### src/rtl/regfile_write_arbiter.sv
// -----------------------------------------------------------------------------
// regfile_write_arbiter
//
// Owns the single write port of an NREG x DW register file. Two writeback
// sources compete for that port, and a round-robin pointer decides between
// them when both are valid in the same cycle. A clear sequencer can take the
// port over and write zero to every register, one address per cycle.
//
// Every output that faces the register file comes from a flop, so a write
// accepted at one rising edge is presented to the file during the cycle that
// follows that edge.
//
// Ports
//   clk          system clock, rising edge
//   rst          synchronous reset, active low
//   req0_valid   ALU writeback request           (in)
//   req0_adr     ALU writeback address           (in,  AW)
//   req0_data    ALU writeback data              (in,  DW)
//   req0_ready   ALU write accepted this cycle   (out, combinational)
//   req1_valid   load writeback request          (in)
//   req1_adr     load writeback address          (in,  AW)
//   req1_data    load writeback data             (in,  DW)
//   req1_ready   load write accepted this cycle  (out, combinational)
//   clr_start    start a full register-file clear (in)
//   clr_busy     clear sequence in progress      (out)
//   clr_done     one-cycle pulse at clear end    (out)
//   rf_W_Adr     register file write address     (out, AW)
//   rf_we        register file write enable      (out)
//   rf_W         register file write data        (out, DW)
// -----------------------------------------------------------------------------
module regfile_write_arbiter #(
  parameter int DW   = 16,
  parameter int AW   = 3,
  parameter int NREG = 8
) (
  input  logic          clk,
  input  logic          rst,
  input  logic          req0_valid,
  input  logic [AW-1:0] req0_adr,
  input  logic [DW-1:0] req0_data,
  output logic          req0_ready,
  input  logic          req1_valid,
  input  logic [AW-1:0] req1_adr,
  input  logic [DW-1:0] req1_data,
  output logic          req1_ready,
  input  logic          clr_start,
  output logic          clr_busy,
  output logic          clr_done,
  output logic [AW-1:0] rf_W_Adr,
  output logic          rf_we,
  output logic [DW-1:0] rf_W
);

  typedef enum logic {
    IDLE  = 1'b0,
    CLEAR = 1'b1
  } state_e;

  localparam logic [AW-1:0] LAST_ADR = AW'(NREG - 1);

  state_e        state_q;
  logic          prio_q;     // 0: req0 favoured, 1: req1 favoured
  logic [AW-1:0] cnt_q;      // address issued in the current clear cycle
  logic          rf_we_q;
  logic [AW-1:0] rf_adr_q;
  logic [DW-1:0] rf_w_q;
  logic          clr_busy_q;
  logic          clr_done_q;

  logic accept_ok;
  logic grant0;
  logic grant1;

  // A clear request in IDLE wins over both requesters for that cycle.
  assign accept_ok = (state_q == IDLE) && !clr_start;

  // The priority pointer only matters under contention; a lone requester is
  // always granted.
  assign grant0 = accept_ok && req0_valid && (!req1_valid || !prio_q);
  assign grant1 = accept_ok && req1_valid && (!req0_valid ||  prio_q);

  assign req0_ready = grant0;
  assign req1_ready = grant1;

  assign rf_we    = rf_we_q;
  assign rf_W_Adr = rf_adr_q;
  assign rf_W     = rf_w_q;
  assign clr_busy = clr_busy_q;
  assign clr_done = clr_done_q;

  // NOTE: sequential state uses non-blocking assignments only, so every flop
  // samples the values from before the edge regardless of statement order.
  always_ff @(posedge clk) begin
    if (!rst) begin
      state_q    <= IDLE;
      prio_q     <= 1'b0;
      cnt_q      <= '0;
      rf_we_q    <= 1'b0;
      rf_adr_q   <= '0;
      rf_w_q     <= '0;
      clr_busy_q <= 1'b0;
      clr_done_q <= 1'b0;
    end else begin
      // NOTE: defaults at the top make clr_done a single-cycle pulse and keep
      // every branch below from having to repeat it.
      clr_done_q <= 1'b0;

      unique case (state_q)
        IDLE: begin
          if (clr_start) begin
            state_q    <= CLEAR;
            cnt_q      <= '0;
            rf_we_q    <= 1'b1;
            rf_adr_q   <= '0;
            rf_w_q     <= '0;
            clr_busy_q <= 1'b1;
          end else if (grant0) begin
            rf_we_q  <= 1'b1;
            rf_adr_q <= req0_adr;
            rf_w_q   <= req0_data;
            prio_q   <= 1'b1;
          end else if (grant1) begin
            rf_we_q  <= 1'b1;
            rf_adr_q <= req1_adr;
            rf_w_q   <= req1_data;
            prio_q   <= 1'b0;
          end else begin
            // Address and data hold their last value while idle.
            rf_we_q <= 1'b0;
          end
        end

        CLEAR: begin
          // clr_start is not looked at here, so a repeat request mid-clear
          // is dropped rather than queued.
          if (cnt_q == LAST_ADR) begin
            state_q    <= IDLE;
            cnt_q      <= '0;
            rf_we_q    <= 1'b0;
            clr_busy_q <= 1'b0;
            clr_done_q <= 1'b1;
          end else begin
            cnt_q    <= cnt_q + AW'(1);
            rf_we_q  <= 1'b1;
            rf_adr_q <= cnt_q + AW'(1);
            rf_w_q   <= '0;
          end
        end

        default: state_q <= IDLE;
      endcase
    end
  end

endmodule

### config.mk
export PLATFORM = sky130hd
export DESIGN_NAME = regfile_write_arbiter
export DESIGN_NICKNAME = d
export VERILOG_FILES = /design/src/rtl/regfile_write_arbiter.sv
export SDC_FILE = /design/constraint.sdc
export NUM_CORES = 1
export LEC_CHECK = 0
export CORE_MARGIN = 5
export CORE_UTILIZATION = 43
export CTS_CLUSTER_SIZE = 28
export DETAILED_ROUTE_END_ITERATION = 8
export GPL_ROUTABILITY_DRIVEN = 1
export MAX_ROUTING_LAYER = met4
export PLACE_DENSITY = 0.85
export SLEW_MARGIN = 40
export SYNTH_ARGS = -nofsm -noshare
export SYNTH_HDL_FRONTEND = slang
export SYNTH_SLANG_ARGS = --single-unit
### constraint.sdc
create_clock -name clk -period 2.5 [get_ports clk]
set_input_delay 0.5 -clock clk [delete_from_list [all_inputs] [get_ports clk]]
set_output_delay 0.5 -clock clk [all_outputs]
set_load 0.02 [all_outputs]
==> results.sh <==
export IMPL_power_density_nw_per_um2=453
export IMPL_synthSimpleGateAreaFrac_pct=22.8
export IMPL_fin_crit_ns=2.08
export IMPL_io_buffers=66
export IMPL_syn_area_per_cell_sq_um=8.79
export IMPL_syn_cell_area_sq_um=1360
export IMPL_clkTransAtPathRegs_ns=0.14
export IMPL_remaining_drc_errors=0
export IMPL_setup_viol=0
export IMPL_seq_area_frac_synth_pct=39.7
export IMPL_pwr_share_clk_pct=20.6
export IMPL_synthCells=155
export IMPL_relSlewSlack_pct=66.2
export IMPL_num_vias=1541
export IMPL_dr_pass1_iters=4
export IMPL_clkLatencyLatePin_ns=0.33
export IMPL_ctsHoldBuffers=0
export IMPL_dieWidth_um=66.3
export IMPL_hold_ws_ns=0.469
export IMPL_synth_compound_area_share_pct=29.7
export IMPL_drv_slew=0
export IMPL_worst_pin_slew_ns=0.506
export IMPL_layout_common_cells="64 x clkdlybuf4s50_1, 38 x nand3_1, 27 x dfxtp_1, 24 x a21oi_1, 10 x a311oi_2"
export IMPL_comb_power_share_pct=29.2
export IMPL_crit_family="buffers and inverters"
export IMPL_switching_share_pct=29.7
export IMPL_synthMuxAreaShare_pct=0
export IMPL_status="completed"
export IMPL_crit_fanout=4
export IMPL_fin_crit_sh_pct=83.4
export IMPL_synth_nets=200
export IMPL_synth_top_area_share_pct=39.7
export IMPL_synth_adder_area_share_pct=1.84
export IMPL_die_area_sq_um=4390
export IMPL_final_seq_area_sq_um=541
export IMPL_wl_per_cell_um=16.8
export IMPL_ys_types=25
export IMPL_fin_tns_setup_ns=0
export IMPL_max_stage_delay_ns=0.49
export IMPL_power_leakage_nw=0.768
export IMPL_p_sw_mw=0.284
export IMPL_cts_sinks=27
export IMPL_seqPwrFrac_pct=50.2
export IMPL_power_internal_mw=0.670
export IMPL_clock_path_buffers=2
export IMPL_endpoint_kind="output port"
export IMPL_final_common_cell="clkdlybuf4s50_1"
export IMPL_core_sq_um=3050
export IMPL_ys_top_cells_by_area="dfxtp_1 40%, nand3_1 14%, a311oi_2 11%"
export IMPL_layout_nets=264
export IMPL_wirelength_um=4390
export IMPL_max_cap_violations=0
export IMPL_cts_root_buf="clkbuf_4"
export IMPL_yosys_register_bits=27
export IMPL_hpwl_um=3140
export IMPL_routabilityCongestion=0.803
export IMPL_drtAntennaViolNets=0
export IMPL_grt_pass1_wl_um=7330
export IMPL_n_fill_cell=272
export IMPL_cts_made_buffers=3
export IMPL_drive_gt1_share_pct=12.8
export IMPL_cpMaxStageDelayCell="clkdlybuf4s50_1"
export IMPL_grt_max_degree=41
export IMPL_skew_ns=0.00217
export IMPL_synth_xor_area_share_pct=0
export IMPL_cp_required_ns=2.00
export IMPL_cts_resized=0
export IMPL_synth_top_family_by_area="compound AO/OA/AOI/OAI gates"
export IMPL_diodes=0
export IMPL_multi_input_area_sq_um=742
export IMPL_drtIter0Drc=131
export IMPL_h_tree_depth=1
export IMPL_path_class="in2out"
export IMPL_row_count=20
export IMPL_start_util_pct=44.6
export IMPL_die_y_um=66.3
export IMPL_hold_class="reg2reg"
export IMPL_hold_violations=0
export IMPL_cts_tree="yes"
export IMPL_grt_usage_pct=22.0
export IMPL_grt_ovfl_total=0
export IMPL_fmax_mhz=480
export IMPL_cts_setup_buffers=0
export IMPL_critPathBufInv=3
export IMPL_via_per_inst=5.88
export IMPL_antenna_found_initial=0
export IMPL_io_pins=67
export IMPL_yosysTopAreaCell="dfxtp_1"
export IMPL_grt_setup_unrepaired="no"
export IMPL_path_cells="clkdlybuf4s50_1, buf_4, nand2b_1, and3_1, dlymetal6s2s_1"
export IMPL_crit_arrival_ns=1.58
export IMPL_worst_ir_drop_vdd_uv=244
export IMPL_syn2layout_area_growth_pct=54.5
export IMPL_ys_warnings_count=0
export IMPL_grt_pass1_vias=1552
export IMPL_startpoint_type="primary input"
stage by stage:
stage / setup WS [ns] / utilization (%) / power, mW / std cells / cell area, sq um
2_1_floorplan: 0.634 / - / 0.617 / 155 / 1360
3_3_place_gp: 0.0567 / 67.9 / 0.758 / 258 / 2070
3_5_place_dp: 0.0217 / 67.9 / 0.767 / 258 / 2070
4_1_cts: 0.0134 / 68.8 / 0.954 / 262 / 2100
5_1_grt: 0.321 / 68.9 / 0.998 / 262 / 2100
6_report: 0.416 / 68.9 / 0.954 / 262 / 2100
routing by layer:
metal | up-vias | routed length [um] | GRT usage [%]
met2 | 73 | 2250 | 37.1
li1 | 719 | - | -
met5 | - | 0 | -
met3 | 11 | 236 | 2.21
met4 | 0 | 109 | 9.64
met1 | 738 | 1790 | 26.5
worst reg2reg max path, stage by stage (launching register included):
cell	delay (ns)
dfxtp_1	0.37
ha_1	0.21
ha_1	0.22
nand2_1	0.40
buf_4	0.27
a21oi_1	0.09
a311oi_2	0.24
Yosys cell counts, drive strengths merged:
cell type and count:
ha 2, a21oi 24, o21a 1, clkbuf 13, nor2 4, inv 2, nand3b 1, dfxtp 27
a21bo 1, nor3b 2, a311oi 19, nand3 38, or3b 1, buf 3, and2 1, o22ai 3
and3 2, nand2 2, nor3 3, or4 1, nand2b 3, a21boi 2
worst paths after layout:
kind	slack, ns	from	cells after the start	endpoint
setup / recovery	0.42	req0_valid	5	req1_ready
hold / removal	0.47	clr_busy	2	clr_busy
setup reg to reg	0.63	cnt_q[0]	6	rf_W[4]
hold reg to reg	0.47	clr_busy	2	clr_busy
area by class of cell:
class / count / share of cell area (%)
multi-input cells: 110 / 35.3
well taps: 44 / 2.62
flip-flops and latches: 27 / 25.7
inverters: 2 / 0.357
repair buffers: 75 / 34.8
clock buffers: 4 / 1.25
registers in the layout, indices dropped and copies added (netlist names):
signal    count
rf_we         1
prio_q        1
cnt_q         3
clr_busy      1
rf_W         16
state_q       1
rf_W_Adr      3
clr_done      1
power groups by stage:
stage / Combinational [mW] / Sequential, mW / Clock [mW]
finish: 0.278 / 0.479 / 0.197
global route: 0.298 / 0.483 / 0.217
CTS: 0.280 / 0.478 / 0.196
detailed placement: 0.279 / 0.487 / 0
global placement: 0.271 / 0.486 / 0
floorplan: 0.105 / 0.512 / 0
cells by family (layout without fill, tap and decap cells):
| group | count (synthesis) | count (layout) |
|---|---|---|
| AOI/OAI and AO/OA | 50 | 50 |
| adders and majority gates | 2 | 2 |
| buffers and inverters | 18 | 81 |
| DFF | 27 | 27 |
| and+or+nand+nor | 58 | 58 |
(Power assumes the default switching activity.)
